### config.mk
export PLATFORM = sky130hd
export DESIGN_NAME = kv_req_arbiter
export DESIGN_NICKNAME = d
export VERILOG_FILES = /design/src/rtl/kv_req_arbiter.sv
export SDC_FILE = /design/constraint.sdc
export NUM_CORES = 1
export LEC_CHECK = 0
export CORE_MARGIN = 10
export CORE_UTILIZATION = 33
export DETAILED_ROUTE_END_ITERATION = 10
export GPL_ROUTABILITY_DRIVEN = 0
export SLEW_MARGIN = 10
export SYNTH_ARGS = -nofsm -noshare
export SYNTH_HDL_FRONTEND = slang
export SYNTH_SLANG_ARGS = --single-unit
### constraint.sdc
create_clock -name clk156 -period 9.15 [get_ports clk156]
set_clock_uncertainty 0.05 [all_clocks]
set_input_delay 1.83 -clock clk156 [delete_from_list [all_inputs] [get_ports clk156]]
set_output_delay 1.83 -clock clk156 [all_outputs]
set_load 0.02 [all_outputs]
### src/rtl/kv_req_arbiter.sv
// Round-robin arbiter sharing one key-value DB lookup port between two parser channels.
// Optional statistics counters are enabled with `define KV_ARB_STATS_EN.
module kv_req_arbiter #(
    parameter int KEY_SIZE  = 96,
    parameter int FLAG_SIZE = 4,
    parameter int REQ_DEPTH = 4,
    parameter int MAX_OUTST = 8
) (
    input  logic                 clk156,
    input  logic                 eth_rst,
    input  logic [KEY_SIZE-1:0]  req0_key,
    input  logic [FLAG_SIZE-1:0] req0_flag,
    input  logic                 req0_valid,
    input  logic [KEY_SIZE-1:0]  req1_key,
    input  logic [FLAG_SIZE-1:0] req1_flag,
    input  logic                 req1_valid,
    output logic [KEY_SIZE-1:0]  db_key,
    output logic [FLAG_SIZE-1:0] db_flag,
    output logic                 db_valid,
    input  logic                 db_ready,
    input  logic                 db_rsp_valid,
    input  logic [FLAG_SIZE-1:0] db_rsp_flag,
    output logic                 rsp0_valid,
    output logic                 rsp1_valid,
    output logic [FLAG_SIZE-1:0] rsp_flag,
    output logic [1:0]           drop,
    output logic                 err_unexp
`ifdef KV_ARB_STATS_EN
    ,
    output logic [31:0]          stat_grant0,
    output logic [31:0]          stat_grant1,
    output logic [31:0]          stat_drop0,
    output logic [31:0]          stat_drop1
`endif
);

    localparam int ENT_W = KEY_SIZE + FLAG_SIZE;
    localparam int RA    = $clog2(REQ_DEPTH);
    localparam int TA    = $clog2(MAX_OUTST);
    localparam logic [RA:0] REQ_FULL = (RA+1)'(REQ_DEPTH);
    localparam logic [TA:0] OUT_MAX  = (TA+1)'(MAX_OUTST);

    logic [ENT_W-1:0] fifo_mem [2][REQ_DEPTH];
    logic [ENT_W-1:0] req_ent  [2];
    logic [RA-1:0]    wr_ptr_q [2];
    logic [RA-1:0]    wr_ptr_d [2];
    logic [RA-1:0]    rd_ptr_q [2];
    logic [RA-1:0]    rd_ptr_d [2];
    logic [RA:0]      cnt_q    [2];
    logic [RA:0]      cnt_d    [2];

    logic [1:0] req_v, push, pop, nonempty, full, drop_d, drop_q;
    logic       last_q, last_d, grant, issue, slot_free;

    logic                 db_valid_q, db_valid_d;
    logic [KEY_SIZE-1:0]  db_key_q, db_key_d;
    logic [FLAG_SIZE-1:0] db_flag_q, db_flag_d;

    logic          tag_mem [MAX_OUTST];
    logic [TA-1:0] tag_wr_q, tag_wr_d, tag_rd_q, tag_rd_d;
    logic [TA:0]   tag_cnt_q, tag_cnt_d;
    logic          tag_pop, unexp;

    logic                 rsp0_q, rsp0_d, rsp1_q, rsp1_d, err_q, err_d;
    logic [FLAG_SIZE-1:0] rsp_flag_q, rsp_flag_d;

    assign req_v      = {req1_valid, req0_valid};
    assign req_ent[0] = {req0_key, req0_flag};
    assign req_ent[1] = {req1_key, req1_flag};

    always_comb begin
        nonempty = '0;
        full     = '0;
        push     = '0;
        drop_d   = '0;
        for (int c = 0; c < 2; c++) begin
            nonempty[c] = (cnt_q[c] != '0);
            full[c]     = (cnt_q[c] == REQ_FULL);
        end

        slot_free = !db_valid_q || db_ready;
        // Contention goes to the channel not served last; a lone requester always wins.
        grant  = (nonempty == 2'b11) ? ~last_q : nonempty[1];
        issue  = slot_free && (nonempty != 2'b00) && (tag_cnt_q < OUT_MAX);
        pop    = issue ? (grant ? 2'b10 : 2'b01) : 2'b00;
        last_d = issue ? grant : last_q;

        for (int c = 0; c < 2; c++) begin
            push[c]     = req_v[c] && (!full[c] || pop[c]);
            drop_d[c]   = req_v[c] && full[c] && !pop[c];
            wr_ptr_d[c] = push[c] ? wr_ptr_q[c] + 1'b1 : wr_ptr_q[c];
            rd_ptr_d[c] = pop[c]  ? rd_ptr_q[c] + 1'b1 : rd_ptr_q[c];
            case ({push[c], pop[c]})
                2'b10:   cnt_d[c] = cnt_q[c] + 1'b1;
                2'b01:   cnt_d[c] = cnt_q[c] - 1'b1;
                default: cnt_d[c] = cnt_q[c];
            endcase
        end

        db_valid_d = issue ? 1'b1 : (db_ready ? 1'b0 : db_valid_q);
        db_key_d   = db_key_q;
        db_flag_d  = db_flag_q;
        if (issue) begin
            {db_key_d, db_flag_d} = fifo_mem[grant][rd_ptr_q[grant]];
        end

        tag_pop  = db_rsp_valid && (tag_cnt_q != '0);
        unexp    = db_rsp_valid && (tag_cnt_q == '0);
        tag_wr_d = issue   ? tag_wr_q + 1'b1 : tag_wr_q;
        tag_rd_d = tag_pop ? tag_rd_q + 1'b1 : tag_rd_q;
        case ({issue, tag_pop})
            2'b10:   tag_cnt_d = tag_cnt_q + 1'b1;
            2'b01:   tag_cnt_d = tag_cnt_q - 1'b1;
            default: tag_cnt_d = tag_cnt_q;
        endcase

        rsp0_d     = tag_pop && !tag_mem[tag_rd_q];
        rsp1_d     = tag_pop &&  tag_mem[tag_rd_q];
        rsp_flag_d = tag_pop ? db_rsp_flag : rsp_flag_q;
        err_d      = err_q | unexp;
    end

    // Storage arrays carry no reset; occupancy counters define what is valid.
    always_ff @(posedge clk156) begin
        for (int c = 0; c < 2; c++) begin
            if (push[c]) begin
                fifo_mem[c][wr_ptr_q[c]] <= req_ent[c];
            end
        end
        if (issue) begin
            tag_mem[tag_wr_q] <= grant;
        end
    end

    always_ff @(posedge clk156) begin
        if (eth_rst) begin
            for (int c = 0; c < 2; c++) begin
                wr_ptr_q[c] <= '0;
                rd_ptr_q[c] <= '0;
                cnt_q[c]    <= '0;
            end
            drop_q     <= '0;
            last_q     <= 1'b1;
            db_valid_q <= 1'b0;
            db_key_q   <= '0;
            db_flag_q  <= '0;
            tag_wr_q   <= '0;
            tag_rd_q   <= '0;
            tag_cnt_q  <= '0;
            rsp0_q     <= 1'b0;
            rsp1_q     <= 1'b0;
            rsp_flag_q <= '0;
            err_q      <= 1'b0;
        end else begin
            for (int c = 0; c < 2; c++) begin
                wr_ptr_q[c] <= wr_ptr_d[c];
                rd_ptr_q[c] <= rd_ptr_d[c];
                cnt_q[c]    <= cnt_d[c];
            end
            drop_q     <= drop_d;
            last_q     <= last_d;
            db_valid_q <= db_valid_d;
            db_key_q   <= db_key_d;
            db_flag_q  <= db_flag_d;
            tag_wr_q   <= tag_wr_d;
            tag_rd_q   <= tag_rd_d;
            tag_cnt_q  <= tag_cnt_d;
            rsp0_q     <= rsp0_d;
            rsp1_q     <= rsp1_d;
            rsp_flag_q <= rsp_flag_d;
            err_q      <= err_d;
        end
    end

    assign db_key     = db_key_q;
    assign db_flag    = db_flag_q;
    assign db_valid   = db_valid_q;
    assign rsp0_valid = rsp0_q;
    assign rsp1_valid = rsp1_q;
    assign rsp_flag   = rsp_flag_q;
    assign drop       = drop_q;
    assign err_unexp  = err_q;

`ifdef KV_ARB_STATS_EN
    logic [31:0] st_g0_q, st_g1_q, st_d0_q, st_d1_q;

    always_ff @(posedge clk156) begin
        if (eth_rst) begin
            st_g0_q <= '0;
            st_g1_q <= '0;
            st_d0_q <= '0;
            st_d1_q <= '0;
        end else begin
            if (issue && !grant && (st_g0_q != 32'hFFFF_FFFF)) st_g0_q <= st_g0_q + 1'b1;
            if (issue &&  grant && (st_g1_q != 32'hFFFF_FFFF)) st_g1_q <= st_g1_q + 1'b1;
            if (drop_q[0] && (st_d0_q != 32'hFFFF_FFFF))       st_d0_q <= st_d0_q + 1'b1;
            if (drop_q[1] && (st_d1_q != 32'hFFFF_FFFF))       st_d1_q <= st_d1_q + 1'b1;
        end
    end

    assign stat_grant0 = st_g0_q;
    assign stat_grant1 = st_g1_q;
    assign stat_drop0  = st_d0_q;
    assign stat_drop1  = st_d1_q;
`endif

endmodule

# --- Word-level counts from Yosys, hierarchy flattened ---
# Memories as Yosys holds them, arrays and structs flattened. A register that Yosys moved wholly into a read port is not among the register bits.
# Cells that the tools add are included.
op_classes:
  shift: 0
  eq_ne: 9
  n_lt_le_gt_ge: 6
  add_sub_neg: 12
  div: 0
  mul: 0
  bitwise: 11
  mux: 36
  n_reduce_logical: 30
op_table:
  columns: ["operator", "count"]
  rows:
  - ["400-bit 2-to-1 mux", 2]
  - ["100-bit demux with 2-bit select", 2]
  - ["100-bit 2-to-1 mux", 4]
  - ["100-bit binary-select mux with 2-bit select", 1]
  - ["2-bit 2-to-1 mux", 10]
  - ["1-bit logical AND", 14]
  - ["3-bit by 1-bit adder with 3-bit output, second input constant", 4]
  - ["3-bit 2-to-1 mux", 4]
  - ["3-bit one-hot mux with 2 select lines", 2]
  - ["1-bit 2-to-1 mux", 10]
  - ["3-bit >= comparator, second input constant", 3]
  - ["2-bit inverter with 3-bit output", 3]
  - ["2-bit by 1-bit adder with 2-bit output, second input constant", 4]
  - ["2-bit equality test, second input constant", 4]
  - ["4-bit one-hot mux with 2 select lines", 1]
  - ["1-bit bitwise OR", 7]
  - ["2-bit by 1-bit equality test with 1-bit output, second input constant", 3]
  - ["3-bit equality test, second input constant", 2]
  - ["1-bit zero test", 6]
  - ["3-bit by 1-bit less-than comparator with 1-bit output, second input constant", 2]
  - ["2-bit nonzero test", 3]
  - ["3-bit nonzero test", 2]
  - ["3-bit by 1-bit subtractor with 3-bit output, second input constant", 2]
  - ["4-bit by 1-bit adder with 4-bit output, second input constant", 1]
  - ["other kinds (6)", 8]
word_totals:
  output_inout_bits: 110
  elab_cells: 121
  register_bits: 121
  memories: 5
  latch_bits: 0
  romBits: 0
  ramBits: 822
mem_list:
  columns: ["name", "words", "width", "rd", "rd_clocked_by_memory_dff", "wr", "line", "text"]
  rows:
  - ["fifo_mem", 2, 400, 1, 0, 2, "43", "logic [ENT_W-1:0] fifo_mem [2][REQ_DEPTH];"]
  - ["tag_mem", 8, 1, 1, 1, 1, "59", "logic tag_mem [MAX_OUTST];"]
  - ["cnt_q", 2, 3, 2, 0, 2, "49", "logic [RA:0] cnt_q [2];"]
  - ["rd_ptr_q", 2, 2, 3, 0, 2, "47", "logic [RA-1:0] rd_ptr_q [2];"]
  - ["wr_ptr_q", 2, 2, 2, 0, 2, "45", "logic [RA-1:0] wr_ptr_q [2];"]

# --- Logic depth before layout (Yosys ltp) ---
logic_depth:
  depth_word: 10
  mapped_depth: 10

# --- Worst setup path before layout ---
# Ideal clock, no wire load.
synth_timing:
  kind: "in2reg"
  start: "input port db_ready"
  end: "memory fifo_mem[0][0] (netlist name), enable pin"
  path_stages: 4
  t_arrival_ns: 4.867
  required_ns: 8.629
  setup_ns: 0.471
  setup_slack_ns: 3.762
  n_path_buf: 0
  path_cell_list: "nor2b_1 -> a211oi_2 -> o21a_1 -> and2_1"
synth_lines:
  columns: ["element", "line", "text"]
  rows:
  - ["start: declaration", "20", "input logic db_ready,"]
  - ["end: declaration", "43", null]

==> flow_summary.yaml <==
floorplanning:
  rows: 119
  fp.dieH_um: 346
  coreArea_sq_um: 105000
  ios: 320
  die_area_sq_um: 120000
  die_x_um: 346
  start_util_pct: 33.3
detailed_routing:
  wl_per_cell_um: 25.3
  drtPass1Iterations: 5
  ant_nets: 0
  vias: 17320
  remaining_drc_errors: 0
  via_per_inst: 4.99
  wl_um: 87800
  drtIter0Drc: 1390
cts:
  clock_path_buffers: 3
  cts_sinks: 946
  htreeDepth: 3
  hold_buffers: 0
  cts_tree: "done"
  post_cts_resized: 0
  cts.clk_slew.worst_paths_ns: 0.06
  cts-root-buf: "clkbuf_16"
  post-cts-setup-buffers: 0
  cts-buffers-inserted: 100
  clock_latency_ns: 0.67
pwr:
  intPower_uw: 8980
  p_leak_uw: 0.0140
  peakVddDrop_mv: 0.181
  comb_power_share_pct: 25.5
  power.switching_uw: 3810
  clkPwrFrac_pct: 31.3
  p_per_area_nw_per_um2: 296
  switching_share_pct: 29.8
  sequentialPowerShare_pct: 43.2
global_route:
  antenna_found_initial: 27
  grt.busiest_layer: "met2"
  gr-total-overflow: 0
  met2_usage_pct: 22.3
  grt_pass1_vias: 18205
  grtUsageMet3_pct: 3.80
  grt_max_degree: 72
  grtUsageTotal_pct: 14.4
  grt_first_pass_wirelength_um: 128000
  grtUsageMet1_pct: 20.1
setup_path:
  worst_setup_path_start_kind: "input pin"
  cp_slowest_cell: "buf_4"
  path_max_fanout: 58
  path_cells: "clkdlybuf4s50_1 -> nor2b_1 -> a211oi_2 -> o21a_1 -> and2_4 -> buf_4"
  timing.critical_path.arrival_ns: 4.83
  r2r_setup_slack_ns: 5.25
  endpoint_kind: "flop"
  path_buf_inv: 2
  critPathTopFamily: "buffers and inverters"
  crit_start: "db_ready"
  rr_startpoint: "cnt_q[0][0]"
  critPathKind: "in2reg"
  slowest_delay_ns: 0.79
  required_ns: 9.38
synth:
  seq_area_frac_synth_pct: 77.0
  yosys_warnings: 0
  ys_top_cells_by_area: "edfxtp_1, mux4_2, dfxtp_1"
  yosysUniqueCellTypes: 53
  syn_inst: 1627
  synth_enable_flop_cells: 808
  synth_top_area_share_pct: 69.1
  async_flop_share_pct: 0
  yosys.area.top_type: "edfxtp_1"
  syn_area_sq_um: 35100
  syn_nets: 1852
  synth_seq_cells: 946
  synth_ff_type: "edfxtp_1"
  synth.avg_cell_area_sq_um: 21.6
layout:
  final_nets: 2210
  fillerInstances: 9234
  area_delta_synth_final_pct: 23.2
  final_area_sq_um: 43200
  drive_gt1_share_pct: 19.7
timing:
  maxSlewHeadroom_pct: 25.2
  tightest_slew_ns: 1.12
  fin_crit_sh_pct: 50.2
  slew_viol_final: 0
  hold_viol_final: 0
  setup_tns_ns: 0
  fin_crit_ns: 4.59
  max_freq_ghz: 0.218
  setup_viol: 0
  rsz0062_at_grt: "no"
placement:
  io_buffers: 319
  post-dp-hpwl_um: 54800
  placed_area_sq_um: 39900
min_path:
  hold_path.class: "reg2reg"
  min_from: "rsp_flag[3]"
job:
  cap_violations: 0
run_status:
  outcome: "complete, no violations"
-- logic make-up (layout without fill, tap and decap cells) --
logic type               Yosys count  after routing  share of synthesized area [%]
AO/OA/AOI/OAI                    150            150                           3.49
AND/OR/NAND/NOR                   96             96                           1.45
buffers and inverters            102            547                           1.23
flip-flops                       946            946                           77.0
XOR/XNOR                           8              8                          0.200
multiplexers                     310            310                           16.1
other                              0              6                              0
adder cells (fa/ha/maj)           15             15                          0.577
-- power by group through the flow --
| stage | Sequential [uW] | Combinational, uW | Clock, uW |
|---|---|---|---|
| finish | 5520 | 3260 | 4010 |
| global route | 5580 | 3510 | 4280 |
| CTS | 5530 | 3340 | 4110 |
| detailed placement | 5620 | 3330 | 0 |
| global placement | 5590 | 3280 | 0 |
| floorplan | 5620 | 2060 | 0 |
-- final cells by class --
type,instances,area [sq um],share of cell area [%]
Multi-Input combinational cell,579,7690,17.8
Clock inverter,53,547,1.26
Antenna cell,6,15.0,0.0347
Sequential cell,946,27000,62.5
Inverter,18,67.6,0.156
Timing Repair Buffer,340,3350,7.75
Clock buffer,136,2780,6.43
Tap cell,1391,1740,4.03
-- layer usage --
layer	wire length, um	vias up
met5	182	-
met4	1690	28
met3	5980	141
met2	40300	557
met1	39600	9056
li1	-	7538
-- path summary, 6_finish.rpt --
path,end,cells past startpoint
worst max-delay path,fifo_mem[0][398],6
worst min-delay path,rsp_flag[3],2
worst max register to register,fifo_mem[1][69],4
worst min register to register,rsp_flag[3],2
-- layout by cell type (no fill, tap or decap), drive strengths merged, types with 3 or more instances in the layout --
cell type / Yosys / routed
diode: 0 / 6
clkinvlp: 0 / 5
nand2: 21 / 21
o31ai: 4 / 4
nor4: 3 / 3
edfxtp: 808 / 808
mux2: 4 / 4
nor4b: 4 / 4
clkdlybuf4s50: 0 / 319
nor3: 8 / 8
nand2b: 4 / 4
mux4: 202 / 202
mux2i: 104 / 104
clkinv: 0 / 36
or3: 7 / 7
nand4: 6 / 6
nor2: 21 / 21
a31oi: 4 / 4
ha: 13 / 13
or2: 3 / 3
inv: 18 / 23
nand3: 3 / 3
xor2: 4 / 4
o21ai: 7 / 7
buf: 45 / 21
and3: 5 / 5
bufinv: 0 / 7
dfxtp: 138 / 138
o2bb2ai: 100 / 100
xnor2: 4 / 4
clkbuf: 39 / 136
a21oi: 17 / 17
and2: 4 / 4
-- flip-flops by register name, summed over array words and instances, names as in the netlist, 2 cells and up, named ones only --
name / cells
wr_ptr_q: 4
db_key: 96
cnt_q: 6
tag_cnt_q: 4
tag_mem: 8
rsp_flag: 4
drop: 2
tag_rd_q: 3
tag_wr_q: 3
rd_ptr_q: 4
fifo_mem: 800
db_flag: 4
-- tightest hold or removal path: cells and delay by family (launching register included) --
family | cells | cell delay (ns)
flops | 1 | 0.31
simple gates | 1 | 0.05
compound gates | 1 | 0.05
-- stage by stage --
step	instances	setup slack [ns]	util [%]	hold WS (ns)	total power [uW]
2_1_floorplan	1627	3.76	-	0.404	7670
3_3_place_gp	3274	3.90	37.8	0.392	8880
3_5_place_dp	3274	3.85	37.8	0.397	8950
4_1_cts	3463	4.56	41.0	0.405	13000
5_1_grt	3463	4.40	41.0	0.431	13400
6_report	3469	4.56	41.0	0.406	12800
-- cells in the mapped netlist, drive strengths merged (3+ instances only) --
master   count
dfxtp      138
xor2         4
nor2        21
buf         45
edfxtp     808
or3          7
inv         18
mux2i      104
a31oi        4
ha          13
nand3        3
or2          3
and2         4
o2bb2ai    100
nand2       21
and3         5
nor4         3
nor4b        4
nand2b       4
o21ai        7
clkbuf      39
xnor2        4
mux2         4
o31ai        4
a21oi       17
nand4        6
mux4       202
nor3         8
No activity file was read; power rests on OpenSTA's default activity.
